`config.mk`:
```
export PLATFORM = sky130hd
export DESIGN_NAME = trng_ctrl
export DESIGN_NICKNAME = d
export VERILOG_FILES = /design/src/rtl/trng_ctrl_pkg.sv /design/src/rtl/trng_ctrl_fifo.sv /design/src/rtl/trng_ctrl.sv
export SDC_FILE = /design/constraint.sdc
export NUM_CORES = 1
export LEC_CHECK = 0
export ABC_AREA = 1
export BUFFER_PORTS_ARGS = -buffer_cell sky130_fd_sc_hd__buf_4
export CORE_MARGIN = 5
export CORE_UTILIZATION = 28
export CTS_CLUSTER_DIAMETER = 200
export DETAILED_ROUTE_END_ITERATION = 10
export PLACE_DENSITY_LB_ADDON = 0.12
export SYNTH_ARGS = -nofsm -noshare
export SYNTH_HDL_FRONTEND = slang
export SYNTH_SLANG_ARGS = --single-unit
```
`constraint.sdc`:
```
create_clock -name clk -period 3.2 [get_ports clk]
set_input_delay 0.16 -clock clk [delete_from_list [all_inputs] [get_ports clk]]
set_output_delay 0.16 -clock clk [all_outputs]
set_load 0.03 [all_outputs]
```
`src/rtl/trng_ctrl_pkg.sv`:
```
// Shared types and register map for the ring-oscillator TRNG controller.
package trng_ctrl_pkg;

  typedef enum logic [1:0] {
    IDLE    = 2'd0,
    WARMUP  = 2'd1,
    COLLECT = 2'd2,
    FAULT   = 2'd3
  } state_t;

  localparam logic [3:0] ADDR_CTRL   = 4'd0;
  localparam logic [3:0] ADDR_DATA   = 4'd1;
  localparam logic [3:0] ADDR_STATUS = 4'd2;

  localparam int CTRL_EN  = 0;
  localparam int CTRL_CLR = 1;

  localparam int ST_FAIL     = 7;
  localparam int ST_FULL     = 6;
  localparam int ST_AVAIL    = 5;
  localparam int ST_STATE_LO = 3;
  localparam int ST_LEVEL_LO = 0;

  // STATUS only has room for a 3-bit level, so deeper FIFOs report 7.
  function automatic logic [2:0] sat_level(input logic [31:0] lvl);
    return (lvl > 32'd7) ? 3'd7 : lvl[2:0];
  endfunction

endpackage

```
`src/rtl/trng_ctrl_fifo.sv`:
```
// Byte FIFO: push/pop take effect at the clock edge, head is combinational (0x00 when empty).
// A push into a full FIFO is accepted only if a pop frees the slot in the same cycle.
module trng_ctrl_fifo #(
  parameter int DEPTH = 4
) (
  input  logic                   clk,
  input  logic                   rst,
  input  logic                   push,
  input  logic [7:0]             push_data,
  input  logic                   pop,
  input  logic                   flush,
  output logic [7:0]             head,
  output logic                   full,
  output logic                   empty,
  output logic [$clog2(DEPTH):0] level
);

  localparam int AW = $clog2(DEPTH);

  logic [7:0] mem [DEPTH];
  logic [AW:0] wr_ptr;
  logic [AW:0] rd_ptr;
  logic do_push;
  logic do_pop;

  assign empty   = (wr_ptr == rd_ptr);
  assign full    = (wr_ptr[AW] != rd_ptr[AW]) && (wr_ptr[AW-1:0] == rd_ptr[AW-1:0]);
  assign level   = wr_ptr - rd_ptr;
  assign do_pop  = pop && !empty;
  assign do_push = push && (!full || do_pop);
  assign head    = empty ? 8'h00 : mem[rd_ptr[AW-1:0]];

  always_ff @(posedge clk or posedge rst) begin
    if (rst) begin
      wr_ptr <= '0;
      rd_ptr <= '0;
    end else if (flush) begin
      wr_ptr <= '0;
      rd_ptr <= '0;
    end else begin
      if (do_push) wr_ptr <= wr_ptr + (AW+1)'(1);
      if (do_pop)  rd_ptr <= rd_ptr + (AW+1)'(1);
    end
  end

  always_ff @(posedge clk) begin
    if (do_push && !flush) mem[wr_ptr[AW-1:0]] <= push_data;
  end

endmodule

```
`src/rtl/trng_ctrl.sv`:
```
// TRNG sequencer: oscillator gating, warm-up discard, LSB-first byte packing, repetition-count test.
// First byte lands WARMUP_CYCLES+8 edges after enable; packing stalls while the FIFO is full.
module trng_ctrl #(
  parameter int FIFO_DEPTH    = 4,
  parameter int WARMUP_CYCLES = 64,
  parameter int RCT_LIMIT     = 32
) (
  input  logic       clk,
  input  logic       rst,
  input  logic       raw_bit,
  output logic       ro_en,
  input  logic [3:0] address,
  input  logic       data_write,
  input  logic       data_read,
  input  logic [7:0] data_in,
  output logic [7:0] data_out,
  output logic       data_ready,
  output logic       health_fail
);
  import trng_ctrl_pkg::*;

  localparam int LW = $clog2(FIFO_DEPTH) + 1;
  localparam int WW = $clog2(WARMUP_CYCLES + 1);

  state_t state, state_n;
  logic          en_q;
  logic          en_n;
  logic [WW-1:0] wu_cnt;
  logic [2:0]    bit_cnt;
  logic [7:0]    shreg;
  logic [7:0]    byte_n;
  logic [7:0]    run_cnt;
  logic          prev_bit;

  logic          ctrl_wr;
  logic          clr;
  logic          pop;
  logic          push;
  logic          flush;
  logic          shift_en;
  logic          run_hit;
  logic          fault_entry;
  logic          fifo_full;
  logic          fifo_empty;
  logic [LW-1:0] fifo_level;
  logic [7:0]    fifo_head;
  logic          unused_bits;

  assign unused_bits = ^data_in[7:2];

  // Enable and clear act on the same edge as the write, so decode them combinationally.
  assign ctrl_wr     = data_write && (address == ADDR_CTRL);
  assign clr         = ctrl_wr && data_in[CTRL_CLR];
  assign en_n        = ctrl_wr ? data_in[CTRL_EN] : en_q;
  assign pop         = data_read && (address == ADDR_DATA);
  assign run_hit     = (run_cnt == 8'(RCT_LIMIT));
  assign fault_entry = (state == COLLECT) && run_hit;
  assign shift_en    = (state == COLLECT) && en_n && !clr && !run_hit && !fifo_full;
  assign push        = shift_en && (bit_cnt == 3'd7);
  assign flush       = clr || fault_entry;

  always_comb begin
    byte_n          = shreg;
    byte_n[bit_cnt] = raw_bit;
  end

  always_comb begin
    state_n = state;
    case (state)
      IDLE: begin
        if (en_n) state_n = WARMUP;
      end
      WARMUP: begin
        if (!en_n) state_n = IDLE;
        else if (wu_cnt == WW'(WARMUP_CYCLES - 1)) state_n = COLLECT;
      end
      COLLECT: begin
        if (run_hit) state_n = FAULT;
        else if (!en_n) state_n = IDLE;
      end
      FAULT: begin
        if (clr) state_n = IDLE;
      end
      default: state_n = IDLE;
    endcase
  end

  always_ff @(posedge clk or posedge rst) begin
    if (rst) begin
      state    <= IDLE;
      en_q     <= 1'b0;
      wu_cnt   <= '0;
      bit_cnt  <= '0;
      shreg    <= '0;
      run_cnt  <= '0;
      prev_bit <= 1'b0;
    end else begin
      state    <= state_n;
      en_q     <= en_n;
      prev_bit <= raw_bit;
      wu_cnt   <= (state == WARMUP) ? wu_cnt + WW'(1) : '0;

      // Leaving COLLECT or clearing drops any partial byte.
      if (state != COLLECT || clr) bit_cnt <= '0;
      else if (shift_en)           bit_cnt <= bit_cnt + 3'd1;

      if (shift_en) shreg <= byte_n;

      // A zero run count marks the first sample, which always starts a new run.
      if (state != COLLECT) run_cnt <= '0;
      else if (!run_hit)
        run_cnt <= (run_cnt != 8'd0 && raw_bit == prev_bit) ? run_cnt + 8'd1 : 8'd1;
    end
  end

  trng_ctrl_fifo #(
    .DEPTH(FIFO_DEPTH)
  ) u_fifo (
    .clk       (clk),
    .rst       (rst),
    .push      (push),
    .push_data (byte_n),
    .pop       (pop),
    .flush     (flush),
    .head      (fifo_head),
    .full      (fifo_full),
    .empty     (fifo_empty),
    .level     (fifo_level)
  );

  assign ro_en       = (state == WARMUP) || (state == COLLECT);
  assign health_fail = (state == FAULT);
  assign data_ready  = !fifo_empty;

  always_comb begin
    data_out = 8'h00;
    case (address)
      ADDR_CTRL: data_out[CTRL_EN] = en_q;
      ADDR_DATA: data_out = fifo_head;
      ADDR_STATUS: begin
        data_out[ST_FAIL]            = health_fail;
        data_out[ST_FULL]            = fifo_full;
        data_out[ST_AVAIL]           = !fifo_empty;
        data_out[ST_STATE_LO +: 2]   = state;
        data_out[ST_LEVEL_LO +: 3]   = sat_level(32'(fifo_level));
      end
      default: data_out = 8'h00;
    endcase
  end

endmodule

```
==> results by group, run 1 <==
Timing
  – Final setup vio count: 0
  – Final Slew Violations: 0
  – Crit path time final: 2.56 ns
  – Fmax: 391 MHz
  – Worst Max-Slew Pin Slew: 0.849 ns
  – Layout Skew: 0.0113 ns
  – Final Hold Viols: 0
  – Setup_tns: 0 ns
  – Unrepaired setup endpoints after global routing: false
  – Ratio of final minimum period to clock period: 79.9%
  – Worst slew margin: 42.8%

Synth
  – Synthesized area: 0.00348 sq mm
  – Syn_area_per_cell: 9.67 sq um
  – Syn. warnings: 0
  – Ys flop type: dfrtp_1
  – Post-Syn Nets: 395
  – Synthesized flop and latch total: 68
  – Fraction of registers with async set or reset after synthesis: 52.9%
  – Synth Instances: 360
  – Synth unique cells: 33
  – Post-synth EDFFs: 32
  – Post-synthesis sequential area ratio: 53.5%

Clocking
  – # resized after CTS: 0
  – CTS clk-pin slew, worst paths: 0.06 ns
  – Sink Count: 68
  – CTS max path bufs: 2
  – Root Buffer: clkbuf_16
  – H-tree lvl count: 3
  – Post-CTS setup buffers: 0
  – Post-CTS Hold Fix Bufs: 2
  – Clock latency on the worst-skew pair: 0.33 ns
  – Num CTS Buffers: 9
  – CTS tree: built

Floorplan
  – Boundary pin count: 28
  – Initial Utilization: 28.8%
  – DIE WIDTH: 122 microns
  – Core area: 0.0121 sq mm
  – Die height: 122 microns
  – # rows: 40
  – Die Area: 0.0148 sq mm

Global route
  – Vias in the first global route: 2398
  – Initial antenna violation count: 0
  – First-pass GRT wire length: 12800 microns
  – Grt total ovfl: 0
  – Overall routing resource usage: 11.5%
  – Pin count of the biggest net entering global routing: 37

Power and ir drop
  – Power Dens Cells: 544 mW/mm^2
  – Leakage: 0.00184 uW
  – Switching fraction of total power: 26.9%
  – Seq pwr share: 42.7%
  – Int Pwr: 1660 uW
  – Gate power share: 13.9%
  – Peak supply drop: 0.210 mV
  – Psw: 613 uW
  – Power Total: 2280 uW
  – Share of total power in the clock network: 43.4%

Routing
  – Wire length on met3: 312 microns
  – Vias: 2519
  – M1 wire length: 4140 microns
  – Routed Antenna Nets: 0
  – Final wirelength: 7930 microns
  – DR WL/cell: 13.9 microns
  – Uppermost layer routed: met4
  – Via density: 4.43
  – DRC: 0
  – Met2 wire length: 3350 microns
  – Drt pass-1 iters: 4
  – Starting DRT DRC Count: 141

Critical path
  – Crit path kind: flip-flop to output pin
  – R2R Path End: u_fifo.mem[1][7]$_DFFE_PP_
  – Max incr delay on CP: 0.44 ns
  – Crit end category: output pin
  – CP Cell Sequence: inv_1 -> ha_1 -> nand2_1 -> inv_1 -> nand2_1 -> nand2_1 -> o22ai_1 -> buf_4
  – R2r startpoint: u_fifo.rd_ptr[1]$_DFFE_PP0P_
  – Worst EP arrival: 2.40 ns
  – Crit path from: u_fifo.rd_ptr[1]$_DFFE_PP0P_
  – Worst Path Required: 3.04 ns
  – Worst-path fanout max: 17
  – Nature of the critical path startpoint: flip-flop
  – Top cell by count, worst path: nand2_1
  – Slowest cell on crit path: inv_1
  – R2R cell count: 10
  – Reg2reg setup slack: 0.76 ns

Final layout
  – Layout area overhead: 20.3%
  – Share of layout cells above drive strength 1: 16.0%
  – Layout Nets: 431
  – Diode count: 0
  – Most common cell after layout, fill and taps aside: nand2_1
  – Most frequent cells in the layout: nand2_1, inv_1, dfrtp_1

Placed design
  – Gpl congestion: 0.794
  – PortBufs: 21
  – Post-DP HPWL: 5750 microns

Status
  – Status: completed

Worst hold path
  – Beginning of the worst hold path: address[2]
  – Worst Hold Class: input port to flip-flop
  – Hold depth: 4
  – Hold path endpoint: en_q$_DFF_PP0_

Run
  – MaxCap Viol Count: 0
[metrics by stage]
| stage | area, sq um | cells | hold slack, ns | utilization [%] | setup WS [ns] |
|---|---|---|---|---|---|
| detailed placement | 3860 | 551 | 0.304 | 31.9 | 0.773 |
| global placement | 3860 | 551 | 0.304 | 31.9 | 0.760 |
| CTS | 4190 | 569 | 0.166 | 34.6 | 0.579 |
| finish | 4190 | 569 | 0.170 | 34.6 | 0.644 |
| global route | 4190 | 569 | 0.186 | 34.6 | 0.361 |
| floorplan | 3480 | 360 | 0.191 | - | 0.724 |
[cell families after synthesis]
logic type / share of synthesized area [%]
flops: 53.5
simple gates: 22.9
compound gates: 10.1
fa+ha+maj: 6.68
xor+xnor: 1.76
buf+inv: 5.10
[worst max-delay path: cells and delay by family (launching register included)]
family	cells	cell delay, ns
buffers and inverters	3	0.69
AND/OR/NAND/NOR	3	0.41
flip-flops	1	0.40
adder cells (fa/ha/maj)	1	0.33
AO/OA/AOI/OAI	1	0.22
[sequential cells by signal, indices dropped and copies added, names as in the netlist]
name and count:
wu_cnt 7, u_fifo.wr_ptr 3, prev_bit 1, u_fifo.mem 32
en_q 1, shreg 8, run_cnt 8, bit_cnt 3
u_fifo.rd_ptr 3, state 2
[power by group through the flow]
stage	logic [uW]	registers, uW	clock network [uW]
3_5_place_dp	321	989	0
6_report	317	973	988
2_1_floorplan	229	982	0
5_1_grt	358	978	1060
3_3_place_gp	323	989	0
4_1_cts	324	973	1010
[how the worst max path moves through the flow]
stage,endpoint,slack [ns],cells after the start
5_1_grt,data_out[3],0.36,8
3_3_place_gp,u_fifo.mem[1][7]$_DFFE_PP_,0.76,10
2_1_floorplan,data_out[1],0.72,8
6_report,data_out[3],0.64,8
3_5_place_dp,u_fifo.mem[3][7]$_DFFE_PP_,0.77,10
4_1_cts,data_out[3],0.58,8
[Yosys cell counts, drive strengths merged, types with 2 or more instances]
cell type / count / share of area, %
xor2: 4 / 1.0
o21bai: 2 / 0.43
ha: 17 / 6.1
a32o: 6 / 1.7
o22ai: 6 / 1.1
nor3: 3 / 0.43
nand4: 5 / 1.5
nor4: 3 / 0.54
dfrtp: 36 / 26
nor2: 30 / 4.2
nand2: 92 / 11
edfxtp: 32 / 28
o21ai: 30 / 4.3
a21oi: 15 / 2.2
xnor2: 3 / 0.75
inv: 36 / 3.9
buf: 4 / 1.0
nand3: 30 / 4.7
[layer usage]
| metal | track usage, % | vias to the layer above |
|---|---|---|
| met5 | 0 | - |
| met3 | 3.36 | 8 |
| met4 | 4.41 | 0 |
| met2 | 16.6 | 42 |
| met1 | 16.1 | 1171 |
| li1 | - | 1298 |
[final cells by class]
cell class / count / area (sq um)
Clock buffer: 12 / 278
Multi-Input combinational cell: 250 / 1440
Inverter: 37 / 139
Tap cell: 168 / 210
Fill cell: 1262 / 7920
Clock inverter: 4 / 28.8
Timing Repair Buffer: 30 / 230
Sequential cell: 68 / 1860
No activity file was read; power rests on OpenSTA's default activity.
==> run 2: changes to the inputs <==
Settings changed: ABC_AREA 1 to 0.
Clock period 3.2 ns to 2.29 ns, I/O delays scaled along.
==> results by group, run 2 <==
Status
  – Status: completed (unchanged)

Critical path
  – Worst EP arrival: 2.38 ns (was 2.40 ns)
  – Worst-path fanout max: 6 (was 17)
  – Crit end category: flip-flop (was output pin)
  – Nature of the critical path startpoint: flip-flop (unchanged)
  – Slowest cell on crit path: or4_1 (was inv_1)
  – Max incr delay on CP: 0.63 ns (was 0.44 ns)
  – Crit path kind: flip-flop to flip-flop (was flip-flop to output pin)
  – CP Cell Sequence: or4_1 -> buf_4 -> nor2_1 -> nand3_1 -> a21oi_1 -> mux2_1 (was inv_1 -> ha_1 -> nand2_1 -> inv_1 -> nand2_1 -> nand2_1 -> o22ai_1 -> buf_4)
  – Worst Path Required: 2.56 ns (was 3.04 ns)

Routing
  – Starting DRT DRC Count: 117 (was 141)
  – DRC: 0 (unchanged)
  – DR WL/cell: 15.6 microns (was 13.9 microns)
  – Via density: 4.44 (was 4.43)
  – Vias: 2132 (was 2519)
  – Routed Antenna Nets: 0 (unchanged)
  – Drt pass-1 iters: 6 (was 4)
  – Final wirelength: 7480 microns (was 7930 microns)

Synth
  – List of most frequent post-synthesis cells: dfrtp_1, edfxtp_1, nand2_1, ha_1, nor2_1 (was nand2_1, dfrtp_1, inv_1, edfxtp_1, o21ai_0)
  – Post-synth EDFFs: 32 (unchanged)
  – Synthesized area: 0.00349 sq mm (was 0.00348 sq mm)
  – Top-area cell type share of the netlist area: 27.5% (was 27.6%)
  – Synthesized flop and latch total: 68 (unchanged)
  – Synth Instances: 265 (was 360)
  – Post-Syn Nets: 300 (was 395)
  – Most frequent cell after synthesis: dfrtp_1 (was nand2_1)
  – Post-synthesis sequential area ratio: 53.3% (was 53.5%)
  – Synth area leader: edfxtp_1 (unchanged)
  – Syn. warnings: 0 (unchanged)
  – Ranking of synthesized cells by area: edfxtp_1, dfrtp_1, ha_1 (was edfxtp_1, dfrtp_1, nand2_1)
  – Syn_area_per_cell: 13.2 sq um (was 9.67 sq um)
  – Ys flop type: dfrtp_1 (unchanged)
  – Fraction of registers with async set or reset after synthesis: 52.9% (unchanged)
  – Synth unique cells: 56 (was 33)

Final layout
  – Diode count: 0 (unchanged)
  – Most frequent cells in the layout: buf_4, dfrtp_1, edfxtp_1 (was nand2_1, inv_1, dfrtp_1)
  – Most common cell after layout, fill and taps aside: buf_4 (was nand2_1)
  – Max reg flops: 32 (unchanged)
  – Layout Nets: 342 (was 431)
  – Share of layout cells above drive strength 1: 30.8% (was 16.0%)
  – Layout area overhead: 21.6% (was 20.3%)

Global route
  – Vias in the first global route: 2211 (was 2398)
  – Overall routing resource usage: 11.0% (was 11.5%)
  – Pin count of the biggest net entering global routing: 37 (unchanged)
  – Initial antenna violation count: 0 (unchanged)
  – Grt total ovfl: 0 (unchanged)
  – First-pass GRT wire length: 12200 microns (was 12800 microns)

Placed design
  – DP Worst Slack: 0.189 ns (was 0.773 ns)
  – Post-DP HPWL: 5420 microns (was 5750 microns)
  – PortBufs: 21 (unchanged)
  – Gpl congestion: 0.784 (was 0.794)

Timing
  – Layout Skew: 0.00562 ns (was 0.0113 ns)
  – Setup_tns: 0 ns (unchanged)
  – Fmax: 472 MHz
  – Ratio of final minimum period to clock period: 92.5%
  – Setup WS post-layout: 0.172 ns (was 0.644 ns)
  – Worst slew margin: 67.2% (was 42.8%)
  – Final Hold Viols: 0 (unchanged)
  – Final setup vio count: 0 (unchanged)
  – Final Slew Violations: 0 (unchanged)
  – Worst Max-Slew Pin Slew: 0.492 ns (was 0.849 ns)
  – Unrepaired setup endpoints after global routing: false (unchanged)
  – Crit path time final: 2.12 ns

Clocking
  – CTS max path bufs: 2 (unchanged)
  – Post-CTS Hold Fix Bufs: 2 (unchanged)
  – # resized after CTS: 0 (unchanged)
  – CTS tree: built (unchanged)
  – H-tree lvl count: 3 (unchanged)
  – Root Buffer: clkbuf_16 (unchanged)
  – Clock latency on the worst-skew pair: 0.33 ns (about the same)
  – Num CTS Buffers: 9 (unchanged)
  – CTS clk-pin slew, worst paths: 0.05 ns (was 0.06 ns)
  – Sink Count: 68 (unchanged)
  – Post-CTS setup buffers: 0 (unchanged)

Floorplan
  – Initial Utilization: 28.8% (about the same)
  – Die Area: 0.0148 sq mm (about the same)
  – Core area: 0.0121 sq mm (unchanged)
  – Boundary pin count: 28 (unchanged)
  – # rows: 40 (unchanged)
  – DIE WIDTH: 122 microns (about the same)
  – Die height: 122 microns (about the same)

Power and ir drop
  – Peak supply drop: 0.290 mV (was 0.210 mV)
  – Power Dens Cells: 763 mW/mm^2 (was 544 mW/mm^2)
  – Leakage: 0.00176 uW (was 0.00184 uW)
  – Power Total: 3240 uW (was 2280 uW)

Run
  – MaxCap Viol Count: 0 (unchanged)

Worst hold path
  – Worst Hold Class: input port to flip-flop (unchanged)
[run 2: routing by layer]
metal,vias up,share of wire [%],wire length [microns],global-route usage (%)
met5,-,0,0,0
met4,0,1.5,110,3.99
met3,8,4.3,321,3.62
met2,49,42,3180,15.9
met1,1020,52,3880,15.4
li1,1055,-,-,-
[run 2: power by group]
part	switching [uW]	internal (uW)
Combinational	293	229
Clock	505	835
Sequential	47.2	1330
Total	844	2400
[run 2: final timing paths]
kind	from	end	slack (ns)	depth (start not counted)
worst max-delay path	run_cnt[3]$_DFFE_PP0N_	state[1]$_DFFE_PP0P_	0.17	6
worst min-delay path	data_read	u_fifo.rd_ptr[1]$_DFFE_PP0P_	0.08	3
worst max register to register	run_cnt[3]$_DFFE_PP0N_	state[1]$_DFFE_PP0P_	0.17	6
worst min register to register	wu_cnt[0]$_DFF_PP0_	wu_cnt[0]$_DFF_PP0_	0.46	1
max in group asynchronous	rst	shreg[1]$_DFFE_PP0P_	1.48	4
min in group asynchronous	rst	wu_cnt[1]$_DFF_PP0_	0.47	4
[run 2: per-stage QoR]
step / hold WS, ns / utilization (%) / std cells / instance area [sq um]
after floorplan: 0.146 / - / 265 / 3490
after global placement: 0.282 / 32.5 / 462 / 3930
after detailed placement: 0.284 / 32.5 / 462 / 3930
after CTS: 0.0699 / 35.1 / 480 / 4250
after global routing: 0.105 / 35.1 / 480 / 4250
final: 0.0826 / 35.1 / 480 / 4250
[run 2: logic make-up after synthesis]
logic type                 count (synthesis)  share of synthesized area, %
and+or+nand+nor                           80                          12.5
AOI/OAI and AO/OA                         40                          10.3
xor gates and xnor gates                   9                          2.26
DFF                                       68                          53.3
adders and majority gates                 18                          6.67
buffers and inverters                     21                          2.94
muxes                                     29                          12.0
[run 2: area by class of cell]
cell class              instances  area [sq um]
clock buffers                   9           225
clock inverters                 7          67.6
fillers                      1215          7870
inverters                      11          41.3
multi-input cells             176          1530
flip-flops and latches         68          1860
well taps                     168           210
repair buffers                 41           313
[run 2: critical path: cells and delay by family (launching register included)]
family | cells | cell delay, ns
buffers and inverters | 1 | 0.22
and+or+nand+nor | 3 | 1.04
DFF | 1 | 0.43
muxes | 1 | 0.15
AOI/OAI and AO/OA | 1 | 0.22
